**config.mk**
```make
export PLATFORM = sky130hd
export DESIGN_NAME = muldiv_sequencer
export DESIGN_NICKNAME = d
export VERILOG_FILES = /design/src/rtl/muldiv_pkg.sv /design/src/rtl/muldiv_step.sv /design/src/rtl/muldiv_sequencer.sv
export SDC_FILE = /design/constraint.sdc
export NUM_CORES = 1
export LEC_CHECK = 0
export BUFFER_PORTS_ARGS = -buffer_cell sky130_fd_sc_hd__buf_2
export CORE_ASPECT_RATIO = 1.1
export CORE_MARGIN = 2
export CORE_UTILIZATION = 45
export CTS_CLUSTER_DIAMETER = 30
export DETAILED_ROUTE_END_ITERATION = 10
export GPL_TIMING_DRIVEN = 0
export PLACE_DENSITY_LB_ADDON = 0.1
export RECOVER_POWER = 100
export SYNTH_ARGS = -nofsm -noshare
export SYNTH_HDL_FRONTEND = slang
export SYNTH_SLANG_ARGS = --single-unit
```
**constraint.sdc**
```tcl
create_clock -name clk -period 4.3 [get_ports clk]
set_clock_uncertainty 0.15 [all_clocks]
set_input_delay 0.86 -clock clk [delete_from_list [all_inputs] [get_ports clk]]
set_output_delay 0.86 -clock clk [all_outputs]
set_load 0.01 [all_outputs]
```
**src/rtl/muldiv_pkg.sv**
```systemverilog
// Shared types and constants for the iterative multiply/divide sequencer.
package muldiv_pkg;

    typedef enum logic [1:0] {
        IDLE,
        RUN,
        FIX,
        DONE
    } state_t;

    localparam int OP_DIV       = 0;
    localparam int OP_SIGNED    = 1;
    localparam int MULDIV_WIDTH = 16;

endpackage

```
**src/rtl/muldiv_step.sv**
```systemverilog
// One radix-2 iteration: shift-add multiply or restoring shift-subtract divide.
module muldiv_step
    import muldiv_pkg::*;
#(
    parameter int WIDTH = MULDIV_WIDTH
) (
    input  logic [2*WIDTH-1:0] acc,
    input  logic [WIDTH-1:0]   opnd,
    input  logic               div,
    output logic [2*WIDTH-1:0] acc_nxt,
    output logic               qbit
);

    logic [WIDTH:0] sum;
    logic [WIDTH:0] top;
    logic [WIDTH:0] diff;

    always_comb begin
        sum  = {1'b0, acc[2*WIDTH-1:WIDTH]} + (acc[0] ? {1'b0, opnd} : '0);
        top  = acc[2*WIDTH-1:WIDTH-1];
        diff = top - {1'b0, opnd};
        // No borrow means the shifted remainder covers the divisor.
        qbit = div & ~diff[WIDTH];
        if (div) begin
            acc_nxt = {(qbit ? diff[WIDTH-1:0] : top[WIDTH-1:0]),
                       acc[WIDTH-2:0], 1'b0};
        end else begin
            acc_nxt = {sum, acc[WIDTH-1:1]};
        end
    end

endmodule

```
**src/rtl/muldiv_sequencer.sv**
```systemverilog
// Fixed-latency multiply/divide sequencer for the Execute stage.
// MULDIV_SIGNED_EN enables signed ops (OpE[1]) and sign correction in FIX.
module muldiv_sequencer
    import muldiv_pkg::*;
#(
    parameter int WIDTH = MULDIV_WIDTH
) (
    input  logic             clk,
    input  logic             reset,
    input  logic             StartE,
    input  logic [1:0]       OpE,
    input  logic [WIDTH-1:0] SrcAE,
    input  logic [WIDTH-1:0] SrcBE,
    input  logic             FlushE,
    output logic             BusyE,
    output logic             DoneE,
    output logic [WIDTH-1:0] ResultLoE,
    output logic [WIDTH-1:0] ResultHiE,
    output logic             DivZeroE
);

    localparam int CW = $clog2(WIDTH);

    state_t             state, state_n;
    logic [CW-1:0]      cnt;
    logic [2*WIDTH-1:0] acc, acc_nxt, acc_ld;
    logic [WIDTH-1:0]   opnd, opnd_ld;
    logic [WIDTH-1:0]   a_abs, b_abs;
    logic [WIDTH-1:0]   lo_fix, hi_fix;
    logic               div_q, bz_q, qbit, accept;

`ifdef MULDIV_SIGNED_EN
    logic sgn, neg_lo, neg_hi;

    assign sgn   = OpE[OP_SIGNED];
    assign a_abs = (sgn & SrcAE[WIDTH-1]) ? -SrcAE : SrcAE;
    assign b_abs = (sgn & SrcBE[WIDTH-1]) ? -SrcBE : SrcBE;
`else
    logic unused_sgn;

    assign unused_sgn = OpE[OP_SIGNED];
    assign a_abs      = SrcAE;
    assign b_abs      = SrcBE;
`endif

    muldiv_step #(.WIDTH(WIDTH)) u_step (
        .acc     (acc),
        .opnd    (opnd),
        .div     (div_q),
        .acc_nxt (acc_nxt),
        .qbit    (qbit)
    );

    assign accept = StartE & ~FlushE & ((state == IDLE) | (state == DONE));
    assign BusyE  = (state == RUN) | (state == FIX);
    assign DoneE  = (state == DONE);

    always_comb begin
        if (OpE[OP_DIV]) begin
            acc_ld  = {{WIDTH{1'b0}}, a_abs};
            opnd_ld = b_abs;
        end else begin
            acc_ld  = {{WIDTH{1'b0}}, b_abs};
            opnd_ld = a_abs;
        end
    end

    always_comb begin
        lo_fix = acc[WIDTH-1:0];
        hi_fix = acc[2*WIDTH-1:WIDTH];
`ifdef MULDIV_SIGNED_EN
        if (div_q) begin
            if (neg_lo) lo_fix = -acc[WIDTH-1:0];
            if (neg_hi) hi_fix = -acc[2*WIDTH-1:WIDTH];
            // Zero divisor: the remainder already carries the dividend.
            if (bz_q) lo_fix = '1;
        end else if (neg_lo) begin
            {hi_fix, lo_fix} = -acc;
        end
`endif
    end

    always_comb begin
        state_n = state;
        if (FlushE) begin
            state_n = IDLE;
        end else begin
            case (state)
                IDLE: if (StartE) state_n = RUN;
                RUN:  if (cnt == CW'(WIDTH - 1)) state_n = FIX;
                FIX:  state_n = DONE;
                DONE: state_n = StartE ? RUN : IDLE;
                default: state_n = IDLE;
            endcase
        end
    end

    always_ff @(posedge clk or posedge reset) begin
        if (reset) begin
            state     <= IDLE;
            cnt       <= '0;
            acc       <= '0;
            opnd      <= '0;
            div_q     <= 1'b0;
            bz_q      <= 1'b0;
            ResultLoE <= '0;
            ResultHiE <= '0;
            DivZeroE  <= 1'b0;
`ifdef MULDIV_SIGNED_EN
            neg_lo    <= 1'b0;
            neg_hi    <= 1'b0;
`endif
        end else begin
            state <= state_n;
            if (accept) begin
                acc      <= acc_ld;
                opnd     <= opnd_ld;
                div_q    <= OpE[OP_DIV];
                bz_q     <= (SrcBE == '0);
                cnt      <= '0;
                DivZeroE <= 1'b0;
`ifdef MULDIV_SIGNED_EN
                neg_lo   <= sgn & (SrcAE[WIDTH-1] ^ SrcBE[WIDTH-1]);
                neg_hi   <= sgn & SrcAE[WIDTH-1];
`endif
            end else if (state == RUN) begin
                acc <= acc_nxt | {{(2*WIDTH-1){1'b0}}, qbit};
                cnt <= cnt + CW'(1);
            end
            if ((state == FIX) && !FlushE) begin
                ResultLoE <= lo_fix;
                ResultHiE <= hi_fix;
                DivZeroE  <= div_q & bz_q;
            end
        end
    end

endmodule

```
==> results.toml, run 1 <==
[detailed_routing]
wl_met1_um = 7660
ant_nets = 0
via_count = 5123
finalWirelength_um = 16700
drc_errors = 0
met2_wirelength_um = 8050
met3_length_um = 623
vias_per_cell = 5.79
wl_per_cell_um = 18.8
drt-pass1-iter-count = 4
dr.first_iter.drc_count = 236
routed.top_layer = "met4"

[power]
p_per_area_nw_per_um2 = 803
power_frac_seq_pct = 28.6
switchingPower_mw = 2.53
pwr-share-clk_pct = 15.1
power_frac_comb_pct = 56.2
peakVddDrop_v = 0.000354
internal-power_mw = 2.95
swShare_pct = 46.2
power_mw = 5.48
cellLeakagePower_nw = 3.14

[cells_and_area]
num-nets-final = 797
fillCellCount = 1228
final_area_um2 = 6830
drive_gt1_share_pct = 13.3
multi_input_comb_area_um2 = 3540
areaGrowthSynthToFinish_pct = 13.2
final_core_util_pct = 51.9
insertedDiodeCount = 0
regArea_um2 = 2230
instances_no_fill = 885

[cts]
clock_tree.root_cell = "clkbuf_16"
cts_sinks = 89
ctsResizeCount = 0
cts_hold_buf = 0
clk_pin_slew_worst_paths_ns = 0.07
cts_buffer_depth = 2
tritoncts = "built"
h-tree-depth = 3
cts_made_buffers = 9
cts_setup_buffers = 0
clk_latency_ns = 0.36

[setup_path]
ff2ff_setup_slack_ns = 0.54
crit_path_end_kind = "flop"
critPathArrivalTime_ns = 3.85
crit_required_ns = 4.39
setup.worst_path.start_class = "flop"
cp_max_fo = 8
path_class = "flop to flop"

[outcome]
status = "finished, violations left"
failed_checks = "max-capacitance violations, max-slew violations"

[yosys]
synth-edff-count = 0
ys_seq_elements = 89
avgSynthCellArea_um2 = 9.47
async_flop_share_pct = 100
netlist_instances = 637
synth_ff_type = "dfrtp_1"
synth_cell_type_count = 67
syn_area_um2 = 6030
synth_nets = 715
yosysSeqAreaShare_pct = 36.9
synth_warnings = 0

[floorplanning]
rows = 44
initial_utilization_pct = 45.8
core_area_um2 = 13200
die_w_um = 114
pin_count = 73
die_area_um2 = 14300
fp.dieH_um = 125

[placed_design]
placed_cells = 869
dp_hpwl_um = 12900
dpl_cell_area_um2 = 6610
pre_cts_ws_ns = 0.919
gp_congestion = 0.894
io_buffers = 70

[timing]
setup_tns_ns = 0
setup_violations = 0
maxSlewViolCount = 62
finalHoldViolations = 0
rsz0062_at_grt = "no"
fin_crit_ns = 3.76
tightest_slew_ns = 1.55
finalWorstSetupSlack_ns = 0.541
post-route-period-util_pct = 87.4
relSlewSlack_pct = -3.14
fmaxAchievable_mhz = 266
hold_ws_ns = 0.355

[grt]
antenna_found_initial = 0
track_usage_pct = 24.5
grt_pass1_vias = 5123
grt-ovfl-total = 0
grt_max_degree = 62
grt_pass1_wl_um = 27300

[worst_hold_path]
holdCritPathClass = "flop to flop"

[run]
cap_violations = 1
-- cell usage after synthesis, types with 6 or more instances --
cell / n / share of area, %
nor2b_1: 6 / 0.62
and2_1: 17 / 1.8
xnor2_1: 15 / 2.2
clkbuf_1: 28 / 1.7
mux2_2: 32 / 6.0
nand2_1: 58 / 3.6
o21ai_1: 8 / 0.66
nor4_1: 7 / 0.73
o21a_1: 11 / 1.4
a21oi_1: 22 / 1.8
dfrtp_1: 89 / 37
o211ai_1: 18 / 2.2
nor3_1: 10 / 0.83
a211oi_1: 8 / 1.0
nor2_1: 31 / 1.9
inv_1: 30 / 1.9
ha_1: 38 / 7.9
nand2b_1: 6 / 0.62
xor2_1: 7 / 1.0
mux2i_1: 49 / 8.1
nand3_1: 6 / 0.50
o21ai_0: 56 / 4.6
a21o_1: 10 / 1.2
-- final timing paths --
| path | endpoint | depth (start not counted) | startpoint |
|---|---|---|---|
| worst max-delay path | acc[27] | 11 | acc[15] |
| worst min-delay path | ResultHiE[4] | 1 | ResultHiE[4] |
| worst max register to register | acc[27] | 11 | acc[15] |
| worst min register to register | ResultHiE[4] | 1 | ResultHiE[4] |
| max in group asynchronous | acc[30] | 3 | reset |
| min in group asynchronous | cnt[3] | 2 | reset |
-- sequential cells by signal, summed over array words and instances, names as in the netlist --
name       count
bz_q           1
ResultHiE     16
div_q          1
DivZeroE       1
state          2
acc           32
opnd          16
ResultLoE     16
cnt            4
-- layer usage --
metal | track usage, % | vias to the layer above
li1 | - | 2490
met3 | 2.91 | 19
met4 | 8.03 | 0
met5 | 0 | -
met1 | 32.3 | 2501
met2 | 41.8 | 113
-- critical path, cell delays in order (launching register included) --
cell and delay (ns):
dfrtp_1 0.37, inv_1 0.09, ha_1 0.24, fa_1 0.40
nor2b_1 0.38, o31ai_4 0.09, a21oi_1 0.30, o31a_1 0.27
a41oi_1 0.34, nand2_1 0.43, mux2_1 0.36, a22o_1 0.21
-- cells by family (layout without fill, tap and decap cells) --
logic type | after synthesis | in the layout | synth area share, %
adder cells (fa/ha/maj) | 40 | 40 | 8.55
buffers and inverters | 64 | 151 | 4.07
flip-flops | 89 | 89 | 36.9
XOR/XNOR | 22 | 22 | 3.20
AND/OR/NAND/NOR | 159 | 159 | 12.8
AO/OA/AOI/OAI | 181 | 181 | 20.2
multiplexers | 82 | 82 | 14.3
-- placed cells by master, fill, tap and decap left out, types with 3 or more instances in the layout --
cell type / synthesis / routed
dfrtp_1: 89 / 89
clkbuf_1: 28 / 66
o21ai_0: 56 / 62
nand2_1: 58 / 59
mux2i_1: 49 / 49
buf_2: 4 / 38
ha_1: 38 / 38
mux2_2: 32 / 32
nor2_1: 31 / 31
inv_1: 30 / 29
a21oi_1: 22 / 23
o211ai_1: 18 / 18
and2_1: 17 / 17
xnor2_1: 15 / 15
o21a_1: 11 / 11
a21o_1: 10 / 10
nor3_1: 10 / 10
clkbuf_16: 0 / 9
a211oi_1: 8 / 8
nor4_1: 7 / 7
xor2_1: 7 / 7
nor2b_1: 6 / 6
nand3_1: 6 / 6
nand2b_1: 6 / 6
o21bai_1: 5 / 5
a31oi_1: 5 / 5
nand4_1: 4 / 4
o31a_1: 4 / 4
and3_1: 3 / 3
a311oi_1: 3 / 3
o31ai_1: 3 / 3
or3_1: 3 / 3
-- cell type report --
type                    count  area share [%]
clock inverters             6            1.10
flip-flops and latches     89            32.6
plain buffers              34            1.92
multi-input cells         484            51.8
clock buffers              10            3.35
well taps                 161            2.95
inverters                  30            1.67
repair buffers             71            4.56
-- power groups by stage --
stage,clock (mW),combinational [mW],sequential (mW)
after CTS,0.844,3.14,1.56
after global routing,0.871,3.44,1.62
after detailed placement,0,3.12,1.58
after global placement,0,3.06,1.56
final,0.829,3.08,1.57
after floorplan,0,2.30,1.51
(Power assumes the default switching activity.)
==> run 2, diff against run 1 <==
RECOVER_POWER = not set   (was 100)
==> run 2 against run 1 <==
  * The run now ends clean
  * Critical path type unchanged
  * Die area unchanged
  * Clock power about the same
  * Wire length decreased by 0.17%
  * Sequential share of layout area decreased by 0.41 points
  * Highest routed layer unchanged
  * Utilization increased by 0.67 points
  * Hold slack got worse by 0.0092 ns
  * Setup slack improved by 0.37 ns
  * Global-route usage unchanged
  * Via count about the same
  * Power increased by 1.2%
  * Critical endpoint unchanged
  * Cell area increased by 1.3%
  * Count of clock-buffer cells in the layout unchanged
  * Largest cell class unchanged
==> results.toml, run 2 (synthesis results as in run 1) <==
[cells_and_area]
layout_common_cells = "dfrtp_1, buf_2, nand2_1, o21ai_0, mux2i_1"
num-nets-final = 797
areaGrowthSynthToFinish_pct = 14.7
largest_reg_flops = 32
instances_no_fill = 885
insertedDiodeCount = 0
drive_gt1_share_pct = 18.6
top_register = "acc"
layout_commonest_cell = "dfrtp_1"

[detailed_routing]
drt-pass1-iter-count = 5
wl_per_cell_um = 18.8
finalWirelength_um = 16600
dr.first_iter.drc_count = 223
via_count = 5121
drc_errors = 0
ant_nets = 0
vias_per_cell = 5.79

[placed_design]
pre_cts_ws_ns = 0.919
placed_cells = 869
dp_hpwl_um = 12900
io_buffers = 70
gp_congestion = 0.894

[floorplanning]
rows = 44
fp.dieH_um = 125
die_area_um2 = 14300
pin_count = 73
initial_utilization_pct = 45.8
die_w_um = 114
core_area_um2 = 13200

[setup_path]
ff2ff_path_depth = 11
crit_path_end_kind = "flop"
critPathArrivalTime_ns = 3.47
path_class = "flop to flop"
setup.worst_path.start_class = "flop"
crit_required_ns = 4.39
cp_max_fo = 8

[cts]
cts_hold_buf = 0
cts_buffer_depth = 2
cts_setup_buffers = 0
ctsResizeCount = 0
clock_tree.root_cell = "clkbuf_16"
cts_sinks = 89
clk_pin_slew_worst_paths_ns = 0.07
h-tree-depth = 3
cts_made_buffers = 9
clk_latency_ns = 0.36
tritoncts = "built"

[worst_hold_path]
holdCritPathClass = "input pin to async pin"

[timing]
finalHoldViolations = 0
finalWorstSetupSlack_ns = 0.916
setup_violations = 0
maxSlewViolCount = 0
post-route-period-util_pct = 78.7
tightest_slew_ns = 0.729
relSlewSlack_pct = 51.4
rsz0062_at_grt = "no"
fmaxAchievable_mhz = 296
fin_crit_ns = 3.38

[power]
pwr-share-clk_pct = 14.9
cellLeakagePower_nw = 3.28
power_frac_comb_pct = 56.8
swShare_pct = 45.9
peakVddDrop_v = 0.000355
p_per_area_nw_per_um2 = 802
power_frac_seq_pct = 28.2
internal-power_mw = 3.00
switchingPower_mw = 2.55

[grt]
grt_max_degree = 62
antenna_found_initial = 0
grt_pass1_wl_um = 27300
track_usage_pct = 24.5
grt_pass1_vias = 5123
grt-ovfl-total = 0

[outcome]
status = "complete, no violations"

[run]
cap_violations = 0
## run 2: cell types whose count changed in the layout (fill, tap and decap cells not counted), sizes merged
cell and delta:
clkinvlp -1, inv +1, clkbuf -38, buf +38
## run 2: stage by stage
step	power, mW	utilization [%]	instance area, um^2	TNS [ns]	hold WS, ns
final	5.54	52.6	6920	0	0.346
after global routing	6.00	52.6	6920	0	0.367
after CTS	5.54	52.6	6920	0	0.355
after detailed placement	4.70	50.2	6610	0	0.337
after global placement	4.63	50.0	6580	-8.02	0.324
after floorplan	3.80	-	6030	0	0.301
## run 2: power by group through the flow
stage	clock network, mW	logic [mW]	registers (mW)
after floorplan	0	2.30	1.51
final	0.828	3.15	1.56
after global placement	0	3.06	1.56
after detailed placement	0	3.12	1.58
after global routing	0.871	3.51	1.62
after CTS	0.844	3.14	1.56
## run 2: layout make-up
class	instances	area (um^2)
Buffer	34	133
Clock buffer	10	229
Clock inverter	6	75.1
Fill cell	1207	6240
Inverter	30	115
Multi-Input combinational cell	484	3560
Sequential cell	89	2230
Tap cell	161	201
Timing Repair Buffer	71	378
## run 2: path summary, 6_finish.rpt
path	from	end	slack, ns
max	acc[15]	acc[27]	0.92
min	reset	cnt[3]	0.35
max reg2reg	acc[15]	acc[27]	0.92
min reg2reg	ResultHiE[4]	ResultHiE[4]	0.35
max in group asynchronous	reset	acc[30]	3.02
min in group clk	ResultHiE[4]	ResultHiE[4]	0.35
## run 2: critical path, cell delays in order (launching register included)
cell and delay (ns):
dfrtp_1 0.37, inv_1 0.09, ha_1 0.24, fa_1 0.40, nor2b_1 0.38, o31ai_4 0.10
a21oi_2 0.21, o31a_1 0.26, a41oi_2 0.28, nand2_4 0.24, mux2_1 0.33, a22o_1 0.21
## run 2: metal layers
layer | global-route usage (%) | wire length [um] | up-vias
li1 | - | - | 2487
met1 | 32.3 | 7590 | 2493
met2 | 41.8 | 8090 | 123
met3 | 2.91 | 632 | 18
met4 | 8.03 | 309 | 0
met5 | 0 | 0 | -
==> run 3, diff against run 2 <==
clock period = 3.4 ns   (was 4.3 ns; I/O delays follow)
==> run 3 against run 2 <==
  * Sequential share of layout area shrank 0.12 points
  * Critical path type unchanged
  * Largest power group unchanged
  * Clock power is 27% higher
  * Setup slack lost 0.79 ns
  * Sequential power rose by 27%
  * Power grew 27%
  * Fmax rose by 3.4%
==> results.toml, run 3 (synthesis results as in run 1) <==
[outcome]
status = "complete, no violations"

[cts]
clk_pin_slew_worst_paths_ns = 0.07
cts_setup_buffers = 0
cts_buffer_depth = 2
h-tree-depth = 3
clock_tree.root_cell = "clkbuf_16"
cts_hold_buf = 0
clk_latency_ns = 0.36
tritoncts = "built"
cts_sinks = 89
cts_made_buffers = 9

[timing]
setup_tns_ns = 0
relSlewSlack_pct = 51.5
finalHoldViolations = 0
tightest_slew_ns = 0.727
rsz0062_at_grt = "no"
post-route-period-util_pct = 96.2
fin_crit_ns = 3.27
fmaxAchievable_mhz = 306
maxSlewViolCount = 0
setup_violations = 0

[placed_design]
dp_hpwl_um = 12900
gp_congestion = 0.894
io_buffers = 70

[grt]
gr-usage-met2_pct = 41.8
use_met3_pct = 2.91
track_usage_pct = 24.5
grt-ovfl-total = 0
grt_max_degree = 62
grt_pass1_vias = 5123
grt.busiest_layer = "met2"
antenna_found_initial = 0
grt_pass1_wl_um = 27300
use_met1_pct = 32.3

[floorplanning]
fp.dieH_um = 125
rows = 44
core_area_um2 = 13200
pin_count = 73
die_w_um = 114
die_area_um2 = 14300
initial_utilization_pct = 45.8

[power]
peakVddDrop_v = 0.000449
p_per_area_nw_per_um2 = 1010
power_mw = 7.04
cellLeakagePower_nw = 3.29

[detailed_routing]
finalWirelength_um = 16600
via_count = 5108
vias_per_cell = 5.77
dr.first_iter.drc_count = 203
wl_per_cell_um = 18.8
drc_errors = 0
ant_nets = 0
drt-pass1-iter-count = 5

[setup_path]
ff2ff_setup_slack_ns = 0.13
crit_path_end_kind = "flop"
critPathArrivalTime_ns = 3.37
ff2ff_path_depth = 12
cp_max_fo = 10
critPathBufInv = 1
r2r-start = "acc[0]"
crit_required_ns = 3.50
crit_chain = "and2_1 > ha_1 > inv_1 > fa_1 > nor2b_1 > o31a_1 > o211ai_1 > a31oi_1 > a31oi_2 > o21bai_1 > a211o_1 > a32o_1"
setup.worst_path.start_class = "flop"
path_class = "flop to flop"
crit_family = "compound AO/OA/AOI/OAI gates"
cpMaxStageDelayCell = "dfrtp_1"
slowest_delay_ns = 0.53
r2r-end = "acc[31]"

[cells_and_area]
layout_commonest_cell = "dfrtp_1"
num-nets-final = 797
insertedDiodeCount = 0
drive_gt1_share_pct = 19.5
areaGrowthSynthToFinish_pct = 15.1
layout_common_cells = "dfrtp_1, buf_2, nand2_1, o21ai_0, mux2i_1"
top_register = "acc"
largest_reg_flops = 32

[worst_hold_path]
holdCritPathClass = "input pin to async pin"

[run]
cap_violations = 0
-- run 3: cell counts in the layout (fill, tap and decap cells not counted) --
No cell type changed its count.
-- run 3: routing by layer --
| layer | routed length (um) | vias to the layer above | part of all wire (%) |
|---|---|---|---|
| met4 | 310 | 0 | 1.9 |
| met2 | 8110 | 123 | 49 |
| met1 | 7560 | 2483 | 45 |
| met5 | 0 | - | 0 |
| li1 | - | 2483 | - |
| met3 | 647 | 19 | 3.9 |
-- run 3: layout make-up --
cell class              instances  area [um^2]
plain buffers                  34          134
flip-flops and latches         89         2230
multi-input cells             484         3580
well taps                     161          201
inverters                      30          115
clock buffers                  10          229
fillers                      1209         6220
repair buffers                 71          378
clock inverters                 6         75.1
-- run 3: power by group --
group          switching [mW]  internal, mW  total [mW]  leakage [nW]
registers               0.461          1.52        1.98          1.13
logic                    2.31          1.71        4.01          2.02
clock network           0.464         0.582        1.05         0.146
-- run 3: worst max-delay path by stage --
stage,start,end,cells after the start,slack [ns]
final,acc[0],acc[31],12,0.13
after global routing,acc[24],acc[27],10,0.03
after CTS,acc[15],acc[27],11,0.01
after detailed placement,acc[15],acc[27],11,0.02
after global placement,reset,acc[29],2,-0.82
after floorplan,reset,DivZeroE,1,0.26
-- run 3: through the flow --
step           hold slack [ns]  instances  utilization, %  setup WS, ns  area [um^2]
4_1_cts                  0.178        885            52.6        0.0115         6920
2_1_floorplan            0.301        637               -         0.263         6030
5_1_grt                  0.204        885            52.7        0.0300         6940
3_5_place_dp             0.337        869            50.2        0.0192         6610
3_3_place_gp             0.324        868            50.0        -0.817         6580
6_report                 0.167        885            52.7         0.128         6940
-- run 3: what timing repair did --
action / CTS / global route
hold endpoints to repair: 0 / 0
setup endpoints to repair: 0 / 10
resized for setup: 0 / 8
-- run 3: worst register-to-register path, stage by stage, from the launching register on --
cell	delay (ns)
dfrtp_1	0.53
and2_1	0.22
ha_1	0.21
inv_1	0.09
fa_1	0.22
nor2b_1	0.07
o31a_1	0.28
o211ai_1	0.25
a31oi_1	0.20
a31oi_2	0.28
o21bai_1	0.10
a211o_1	0.29
a32o_1	0.25
